--- src/rtl/u_game_pkg.sv ---
`default_nettype none
// ============================================================================
//  Module   : u_game_pkg
//  Purpose  : Shared definitions for the note scheduler and the LED lane:
//             state encoding, lane geometry, default lane speed and the
//             built-in chart pattern.
//  Revision : 1.0  initial release
// ============================================================================
package u_game_pkg;

    // Number of LED positions in the lane.
    localparam int LANE_LEN           = 8;
    // One strobe for the lane to consume the last bit, then one per position.
    localparam int DRAIN_STEPS        = LANE_LEN + 1;
    // 1 ms ticks per lane step; the lane block uses the same default.
    localparam int NOTE_SPEED_DEFAULT = 200;

    typedef enum logic [2:0] {
        S_IDLE  = 3'd0,
        S_LEAD  = 3'd1,
        S_PLAY  = 3'd2,
        S_DRAIN = 3'd3,
        S_PAUSE = 3'd4
    } state_t;

    // Built-in chart: the four-step figure 1,0,1,1 repeated along the chart.
    function automatic logic chart_pattern(input int idx);
        return (idx % 4) != 1;
    endfunction

endpackage
`default_nettype wire

--- src/rtl/u_chart_rom.sv ---
`default_nettype none
// ============================================================================
//  Module   : u_chart_rom
//  Purpose  : CHART_LEN x 1-bit chart storage, combinational read.
//  Ports    : i_addr  chart index to read
//             o_bit   note bit stored at i_addr
//  Revision : 1.0  initial release
// ============================================================================
module u_chart_rom
    import u_game_pkg::*;
#(
    parameter int CHART_LEN = 64,
    localparam int IW = $clog2(CHART_LEN)
) (
    input  logic [IW-1:0] i_addr,
    output logic          o_bit
);

    logic [CHART_LEN-1:0] w_table;

    generate
        for (genvar gi = 0; gi < CHART_LEN; gi++) begin : g_rom
            assign w_table[gi] = chart_pattern(gi);
        end
    endgenerate

    // CHART_LEN is a power of two, so every address value is in range.
    assign o_bit = w_table[i_addr];

endmodule
`default_nettype wire

--- src/rtl/u_note_sched.sv ---
`default_nettype none
// ============================================================================
//  Module   : u_note_sched
//  Purpose  : Song scheduler for the LED note lane. Runs a count-in, then
//             issues one chart bit per lane step, then drains the lane and
//             reports completion. Supports pause/resume and abort.
//  Ports    : clk, rst       clock, synchronous active-high reset
//             i_tick         1 ms tick, one clk wide
//             i_start        begin a song (honoured in IDLE only)
//             i_pause        toggle pause (ignored in IDLE)
//             i_stop         abort the song
//             o_spawn_note   note bit for the lane's next shift (registered)
//             o_state        current state encoding
//             o_step_idx     next chart index to issue
//             o_lead_beat    one-clk pulse per count-in step
//             o_done         one-clk pulse on normal completion
//  Revision : 1.0  initial release
// ============================================================================
module u_note_sched
    import u_game_pkg::*;
#(
    parameter int NOTE_SPEED = NOTE_SPEED_DEFAULT,
    parameter int CHART_LEN  = 64,
    parameter int LEAD_STEPS = 8,
    localparam int IW = $clog2(CHART_LEN)
) (
    input  logic          clk,
    input  logic          rst,
    input  logic          i_tick,
    input  logic          i_start,
    input  logic          i_pause,
    input  logic          i_stop,
    output logic          o_spawn_note,
    output logic [2:0]    o_state,
    output logic [IW-1:0] o_step_idx,
    output logic          o_lead_beat,
    output logic          o_done
);

    localparam int TW = (NOTE_SPEED > 1) ? $clog2(NOTE_SPEED) : 1;
    localparam int LW = $clog2(LEAD_STEPS + 1);
    localparam int DW = $clog2(DRAIN_STEPS + 1);

    localparam logic [TW-1:0] c_TMR_LAST   = TW'(NOTE_SPEED - 1);
    localparam logic [LW-1:0] c_LEAD_LAST  = LW'(LEAD_STEPS - 1);
    localparam logic [DW-1:0] c_DRAIN_LAST = DW'(DRAIN_STEPS - 1);
    localparam logic [IW-1:0] c_IDX_LAST   = IW'(CHART_LEN - 1);

    logic [TW-1:0] r_timer;
    state_t        r_state;
    state_t        r_saved;
    logic [LW-1:0] r_lead_cnt;
    logic [DW-1:0] r_drain_cnt;
    logic [IW-1:0] r_idx;
    logic          r_spawn;
    logic          r_lead_beat;
    logic          r_done;

    state_t        w_state_nxt;
    state_t        w_saved_nxt;
    logic [LW-1:0] w_lead_nxt;
    logic [DW-1:0] w_drain_nxt;
    logic [IW-1:0] w_idx_nxt;
    logic          w_spawn_nxt;
    logic          w_beat_nxt;
    logic          w_done_nxt;
    logic          w_strobe;
    logic          w_chart_bit;

    u_chart_rom #(
        .CHART_LEN (CHART_LEN)
    ) u_rom (
        .i_addr (r_idx),
        .o_bit  (w_chart_bit)
    );

    // Step strobe fires on the tick that leaves the timer at zero, which
    // puts it in phase with the lane's shift enable (same reset, same timer).
    assign w_strobe = i_tick && (r_timer == '0);

    always_ff @(posedge clk) begin
        if (rst) begin
            r_timer     <= '0;
            r_state     <= S_IDLE;
            r_saved     <= S_IDLE;
            r_lead_cnt  <= '0;
            r_drain_cnt <= '0;
            r_idx       <= '0;
            r_spawn     <= 1'b0;
            r_lead_beat <= 1'b0;
            r_done      <= 1'b0;
        end else begin
            if (i_tick) begin
                r_timer <= (r_timer == c_TMR_LAST) ? '0 : r_timer + TW'(1);
            end
            r_state     <= w_state_nxt;
            r_saved     <= w_saved_nxt;
            r_lead_cnt  <= w_lead_nxt;
            r_drain_cnt <= w_drain_nxt;
            r_idx       <= w_idx_nxt;
            r_spawn     <= w_spawn_nxt;
            r_lead_beat <= w_beat_nxt;
            r_done      <= w_done_nxt;
        end
    end

    always_comb begin
        w_state_nxt = r_state;
        w_saved_nxt = r_saved;
        w_lead_nxt  = r_lead_cnt;
        w_drain_nxt = r_drain_cnt;
        w_idx_nxt   = r_idx;
        w_spawn_nxt = r_spawn;
        w_beat_nxt  = 1'b0;
        w_done_nxt  = 1'b0;

        if (i_stop && (r_state != S_IDLE)) begin
            w_state_nxt = S_IDLE;
            w_spawn_nxt = 1'b0;
            w_idx_nxt   = '0;
            w_lead_nxt  = '0;
            w_drain_nxt = '0;
        end else if (i_pause && (r_state != S_IDLE)) begin
            // A strobe arriving in this cycle is deliberately dropped.
            if (r_state == S_PAUSE) begin
                w_state_nxt = r_saved;
            end else begin
                w_saved_nxt = r_state;
                w_state_nxt = S_PAUSE;
                w_spawn_nxt = 1'b0;
            end
        end else begin
            case (r_state)
                S_IDLE: begin
                    // A coincident strobe is not a count-in step.
                    if (i_start) begin
                        w_state_nxt = S_LEAD;
                        w_lead_nxt  = '0;
                        w_idx_nxt   = '0;
                        w_spawn_nxt = 1'b0;
                    end
                end
                S_LEAD: begin
                    if (w_strobe) begin
                        w_beat_nxt = 1'b1;
                        w_lead_nxt = r_lead_cnt + LW'(1);
                        if (r_lead_cnt == c_LEAD_LAST) begin
                            w_state_nxt = S_PLAY;
                        end
                    end
                end
                S_PLAY: begin
                    if (w_strobe) begin
                        w_spawn_nxt = w_chart_bit;
                        if (r_idx == c_IDX_LAST) begin
                            w_idx_nxt   = '0;
                            w_drain_nxt = '0;
                            w_state_nxt = S_DRAIN;
                        end else begin
                            w_idx_nxt = r_idx + IW'(1);
                        end
                    end
                end
                S_DRAIN: begin
                    if (w_strobe) begin
                        w_spawn_nxt = 1'b0;
                        w_drain_nxt = r_drain_cnt + DW'(1);
                        if (r_drain_cnt == c_DRAIN_LAST) begin
                            w_state_nxt = S_IDLE;
                            w_done_nxt  = 1'b1;
                        end
                    end
                end
                S_PAUSE: begin
                    // Frozen until i_pause or i_stop.
                end
                default: begin
                    w_state_nxt = S_IDLE;
                end
            endcase
        end
    end

    assign o_spawn_note = r_spawn;
    assign o_state      = r_state;
    assign o_step_idx   = r_idx;
    assign o_lead_beat  = r_lead_beat;
    assign o_done       = r_done;

endmodule
`default_nettype wire

--- config.mk ---
export PLATFORM = sky130hd
export DESIGN_NAME = u_note_sched
export DESIGN_NICKNAME = d
export VERILOG_FILES = /design/src/rtl/u_game_pkg.sv /design/src/rtl/u_chart_rom.sv /design/src/rtl/u_note_sched.sv
export SDC_FILE = /design/constraint.sdc
export NUM_CORES = 1
export LEC_CHECK = 0
export ABC_AREA = 1
export CAP_MARGIN = 20
export CORE_MARGIN = 3
export CORE_UTILIZATION = 60
export CTS_CLUSTER_SIZE = 25
export DETAILED_ROUTE_END_ITERATION = 8
export HOLD_SLACK_MARGIN = 0.15
export PLACE_DENSITY = 0.83
export SYNTH_ARGS = -nofsm -noshare
export SYNTH_HDL_FRONTEND = slang
export SYNTH_SLANG_ARGS = --single-unit
export TNS_END_PERCENT = 100
--- constraint.sdc ---
create_clock -name clk -period 2.9 [get_ports clk]
set_input_delay 0.29 -clock clk [delete_from_list [all_inputs] [get_ports clk]]
set_output_delay 0.29 -clock clk [all_outputs]
set_load 0.02 [all_outputs]
==> results of run 1 <==
## state kept, by name (all words and copies together) (netlist names)
signal and flops:
o_done 1, o_lead_beat 1, o_spawn_note 1, o_state 3, o_step_idx 6, r_drain_cnt 4, r_lead_cnt 4, r_saved 3
r_timer 8, u_rom.o_bit 1
## logic make-up after synthesis
family                     count (synthesis)  synth area share
buffers and inverters                     45            0.0974
AOI/OAI and AO/OA                         38             0.118
and+or+nand+nor                          146             0.368
adders and majority gates                  6            0.0412
xor gates and xnor gates                   5            0.0240
DFF                                       32             0.351
## layer usage
| layer | global-route usage | wire, um | vias to the layer above | part of all wire |
|---|---|---|---|---|
| li1 | - | - | 918 | - |
| met1 | 0.332 | 1850 | 757 | 0.50 |
| met2 | 0.341 | 1580 | 34 | 0.43 |
| met3 | 0.0503 | 228 | 5 | 0.062 |
| met4 | 0.102 | 44 | 0 | 0.012 |
| met5 | 0 | 0 | - | 0 |
## layout by cell type, fill, tap and decap left out, types with 5 or more instances in the layout
master | netlist | final
nor2_1 | 36 | 36
nand2_1 | 59 | 59
clkbuf_4 | 0 | 5
nand4_1 | 7 | 7
clkdlybuf4s50_1 | 0 | 17
ha_1 | 6 | 6
dfxtp_1 | 32 | 32
nand3_1 | 21 | 21
o21ai_0 | 9 | 9
nor3_1 | 5 | 5
inv_1 | 34 | 34
a21oi_1 | 20 | 20
inv_2 | 8 | 8
## where the power goes
group	internal, W	switching, W
sequential	0.000492	0.0000583
clock	0.000115	0.000155
combinational	0.000239	0.000453
total	0.000847	0.000666
## metrics by stage
step,power [W],worst slack [ns],std cells
2_1_floorplan,0.00108,1.30,272
4_1_cts,0.00152,1.10,327
6_report,0.00151,1.12,327
3_3_place_gp,0.00124,1.04,319
5_1_grt,0.00165,0.979,327
3_5_place_dp,0.00124,0.986,319
## path summary, 6_finish.rpt
kind	end	from	depth (start not counted)
min	r_timer[5]$_SDFFE_PP0P_	r_timer[5]$_SDFFE_PP0P_	2
min reg2reg	r_timer[5]$_SDFFE_PP0P_	r_timer[5]$_SDFFE_PP0P_	2
max	o_state[1]	o_state[1]$_SDFFE_PP0P_	1
max reg2reg	r_drain_cnt[3]$_SDFFE_PP0P_	o_step_idx[0]$_SDFFE_PP0N_	8
## cell type report
cell class	instances	area [um^2]
multi-input cells	195	1010
fillers	235	743
flip-flops and latches	32	641
repair buffers	18	178
inverters	43	161
clock buffers	6	51.3
well taps	31	38.8
clock inverters	2	10.0
==> flow_summary_export.csv, run 1 <==
group,metric,value,unit
yosys,synth.most_common_cell,"nand2_1",
grt,grt_first_pass_wirelength,6.47,mm
route,vias,1714,
grt,grt_max_degree,17,
die,die_area,3740,um^2
yosys,ys_ff_latch,32,
clock_tree,cts_buffers,5,
yosys,avgSynthCellArea,6.71,um^2
yosys,synthCells,272,
clock_tree,cts_sinks,32,
cells_and_area,drive_gt1_frac,0.122,
yosys,synth_top_area_share,0.351,
yosys,yosysSeqAreaShare,0.351,
route,drt_iter0_drc,110,
placed_design,portBuffers,17,
critical_path,critical_path_buf_inv_count,1,
sta,hold_viol,0,
sta,max_freq,0.560,GHz
yosys,synth_area,1820,um^2
grt,grt_overflow_total,0,
sta,clock_skew,0.00449,ns
clock_tree,cts_tree,"yes",
yosys,yosysTopAreaCell,"dfxtp_1",
die,dieWidth,61.1,um
worst_hold_path,hp-class,"reg2reg",
die,io_pins,18,
grt,antenna_found_initial,0,
cells_and_area,syn2layout_area_growth,14.3,%
cells_and_area,final_area,2090,um^2
clock_tree,cts-resized-gates,0,
die,core_area,2830,um^2
clock_tree,root_buffer,"clkbuf_4",
yosys,ys.flop_type,"dfxtp_1",
route,postRouteAntennaNets,0,
sta,min_period_over_period,0.615,
power,leakagePower,0.916,nW
critical_path,cp_slowest_cell,"clkdlybuf4s50_1",
critical_path,r2r_slack,1.17,ns
sta,slew-limit-headroom,0.744,
clock_tree,cts_setup_buffers,0,
route,viasPerCell,5.24,
die,start_util,0.645,
sta,rsz0062_at_grt,"false",
clock_tree,cts_buffer_depth,2,
sta,hold_slack,0.487,ns
critical_path,critical_path.max_stage_delay,0.66,ns
clock_tree,clk_latency,0.34,ns
route,post-route-drc-count,0,
placed_design,hpwl,2.81,mm
cells_and_area,nets,307,
critical_path,critPathLaunchType,"flop",
critical_path,required,2.61,ns
yosys,synth_area_leaders,"dfxtp_1, nand2_1, nor2_1",
power,power_density,725,nW/um^2
yosys,synth_nets,284,
placed_design,place_area,2020,um^2
sta,fin_setup_tns,0,ns
yosys,netlist_top_cells_count,"nand2_1, nor2_1, inv_1",
yosys,yosys_warnings,0,
die,rows,19,
yosys,ys_types,28,
clock_tree,htreeDepth,2,
sta,period_needed,1.78,ns
critical_path,end_kind,"primary output",
critical_path,crit_family,"buffers and inverters",
sta,tightest_slew,0.380,ns
run_status,outcome,"completed",
critical_path,crit_chain,"clkdlybuf4s50_1",
clock_tree,clk_pin_slew,0.09,ns
sta,slew_viol_final,0,
route,wl_per_cell,11.3,um
yosys,async_reset_ff_frac,0,
critical_path,critPathKind,"reg2out",
route,drt_wl_total,3.70,mm
power,irDropWorstVdd,0.453,mV
yosys,synth_edf_count,0,
critical_path,critPathMaxFanout,7,
grt,grt_pass1_vias,1437,
run,maxCapViolCount,0,
die,die_y,61.1,um
critical_path,arrival,1.49,ns
grt,grtUsageTotal,0.235,
sta,setup_violations,0,
cells_and_area,fin_util,0.737,
cells_and_area,diodes,0,
placed_design,gp_congestion,0.838,
route,drt_first_pass_iters,4,
clock_tree,cts_hold_buf,0,
No activity file was read; power rests on OpenSTA's default activity.
==> inputs of run 2 (changes only) <==
--- a/config.mk
+++ b/config.mk
@@ -8,11 +8,11 @@
 export ABC_AREA = 1
 export CAP_MARGIN = 20
 export CORE_MARGIN = 3
-export CORE_UTILIZATION = 60
+export CORE_UTILIZATION = 56
 export CTS_CLUSTER_SIZE = 25
 export DETAILED_ROUTE_END_ITERATION = 8
 export HOLD_SLACK_MARGIN = 0.15
-export PLACE_DENSITY = 0.83
+export PLACE_DENSITY = 0.79
 export SYNTH_ARGS = -nofsm -noshare
 export SYNTH_HDL_FRONTEND = slang
 export SYNTH_SLANG_ARGS = --single-unit
==> constraint.sdc (replaced) <==
create_clock -name clk -period 1.7 [get_ports clk]
set_input_delay 0.17 -clock clk [delete_from_list [all_inputs] [get_ports clk]]
set_output_delay 0.17 -clock clk [all_outputs]
set_load 0.02 [all_outputs]
==> flow_summary_export.csv, run 2 (synthesis gave the netlist of run 1 again) <==
group,metric,value,unit
cells_and_area,layout_common_cells,"nand2_1, nor2_1, inv_1",
route,wl_per_cell,11.5,um
power,leakagePower,0.988,nW
cells_and_area,syn2layout_area_growth,20.9,%
die,core_area,3080,um^2
sta,fin_setup_tns,0,ns
critical_path,critPathLaunchType,"flop",
cells_and_area,final_common_cell,"nand2_1",
cells_and_area,drive_gt1_frac,0.173,
route,postRouteAntennaNets,0,
power,power_density,1240,nW/um^2
clock_tree,clk_latency,0.34,ns
route,viasPerCell,5.08,
power,irDropWorstVdd,0.682,mV
sta,hold_viol,0,
grt,grt_pass1_vias,1684,
sta,slew-limit-headroom,0.790,
critical_path,critPathKind,"reg2out",
sta,tightest_slew,0.313,ns
die,die_y,63.1,um
cells_and_area,top_register,"r_timer",
critical_path,arrival,1.43,ns
sta,min_period_over_period,0.941,
route,drt_first_pass_iters,4,
placed_design,portBuffers,17,
grt,grt_max_degree,11,
critical_path,end_kind,"primary output",
route,vias,1779,
sta,max_freq,0.625,GHz
sta,hold_slack,0.414,ns
clock_tree,cts_tree,"yes",
placed_design,gp_congestion,0.878,
clock_tree,cts_buffers,5,
die,rows,20,
run,maxCapViolCount,0,
die,io_pins,18,
clock_tree,clk_pin_slew,0.10,ns
sta,setup_violations,0,
die,dieWidth,63.1,um
clock_tree,htreeDepth,2,
cells_and_area,diodes,0,
run_status,outcome,"completed",
grt,antenna_found_initial,0,
critical_path,critPathMaxFanout,5,
grt,grtUsageTotal,0.224,
cells_and_area,largest_reg_flops,8,
sta,clock_skew,0.00529,ns
cells_and_area,nets,318,
grt,grt_overflow_total,0,
sta,slew_viol_final,0,
clock_tree,cts_sinks,32,
worst_hold_path,hp-class,"in2reg",
critical_path,required,1.53,ns
clock_tree,cts_hold_buf,0,
clock_tree,cts_buffer_depth,2,
route,drt_wl_total,4.03,mm
die,start_util,0.593,
die,die_area,3980,um^2
clock_tree,root_buffer,"clkbuf_4",
grt,grt_first_pass_wirelength,7.15,mm
placed_design,hpwl,3.08,mm
route,drt_iter0_drc,136,
route,post-route-drc-count,0,
sta,period_needed,1.60,ns
[run 2: what timing repair did]
item | CTS | global route
gates resized for setup | 0 | 8
endpoints found under the setup margin | 0 | 12
setup buffers | 0 | 0
[run 2: final timing paths]
check	from	end	slack, ns	cells past startpoint
setup / recovery	o_step_idx[0]$_SDFFE_PP0N_	o_step_idx[0]	0.1	2
hold / removal	rst	r_timer[4]$_SDFFE_PP0P_	0.41	2
setup reg to reg	o_step_idx[0]$_SDFFE_PP0N_	o_state[1]$_SDFFE_PP0P_	0.12	10
hold reg to reg	r_lead_cnt[1]$_SDFFE_PP0P_	r_lead_cnt[1]$_SDFFE_PP0P_	0.49	2
[run 2: power by group]
part / leakage [nW] / internal (W) / switching (W)
Clock: 0.0374 / 0.000234 / 0.000255
Sequential: 0.261 / 0.000844 / 0.0000845
Combinational: 0.689 / 0.000474 / 0.000834
[run 2: critical path, cell delays in order, from the launching register on]
cell and delay [ns]:
dfxtp_1 0.35, buf_4 0.14, clkdlybuf4s50_1 0.60
[run 2: final cells by class]
type,instances,area [um^2]
multi-input combinational,195,1010
fill,268,873
sequential,32,646
timing repair buffer,29,263
inverter,43,161
clock buffer,7,65.1
tap,44,55.1
[run 2: through the flow]
step	power, W	worst slack (ns)	cell area [um^2]	utilization	cells
floorplan	0.00184	0.0994	1820	-	272
global placement	0.00219	0.0425	2120	0.690	343
detailed placement	0.00222	0.00380	2120	0.690	343
CTS	0.00272	0.0312	2190	0.711	350
global route	0.00294	-0.00649	2200	0.716	350
finish	0.00273	0.100	2200	0.716	350
[run 2: metal layers]
metal / up-vias / wire length [um] / GRT usage
met2: 39 / 1930 / 0.361
li1: 938 / - / -
met1: 796 / 1850 / 0.281
met5: - / 0 / 0
met4: 0 / 58 / 0.0854
met3: 6 / 195 / 0.0642
==> inputs of run 3 (changes only) <==
--- a/config.mk
+++ b/config.mk
@@ -16,4 +16,3 @@
 export SYNTH_ARGS = -nofsm -noshare
 export SYNTH_HDL_FRONTEND = slang
 export SYNTH_SLANG_ARGS = --single-unit
-export TNS_END_PERCENT = 100
==> results of run 3 <==
No change in the layout: final DEF, timing and power equal those of run 2.
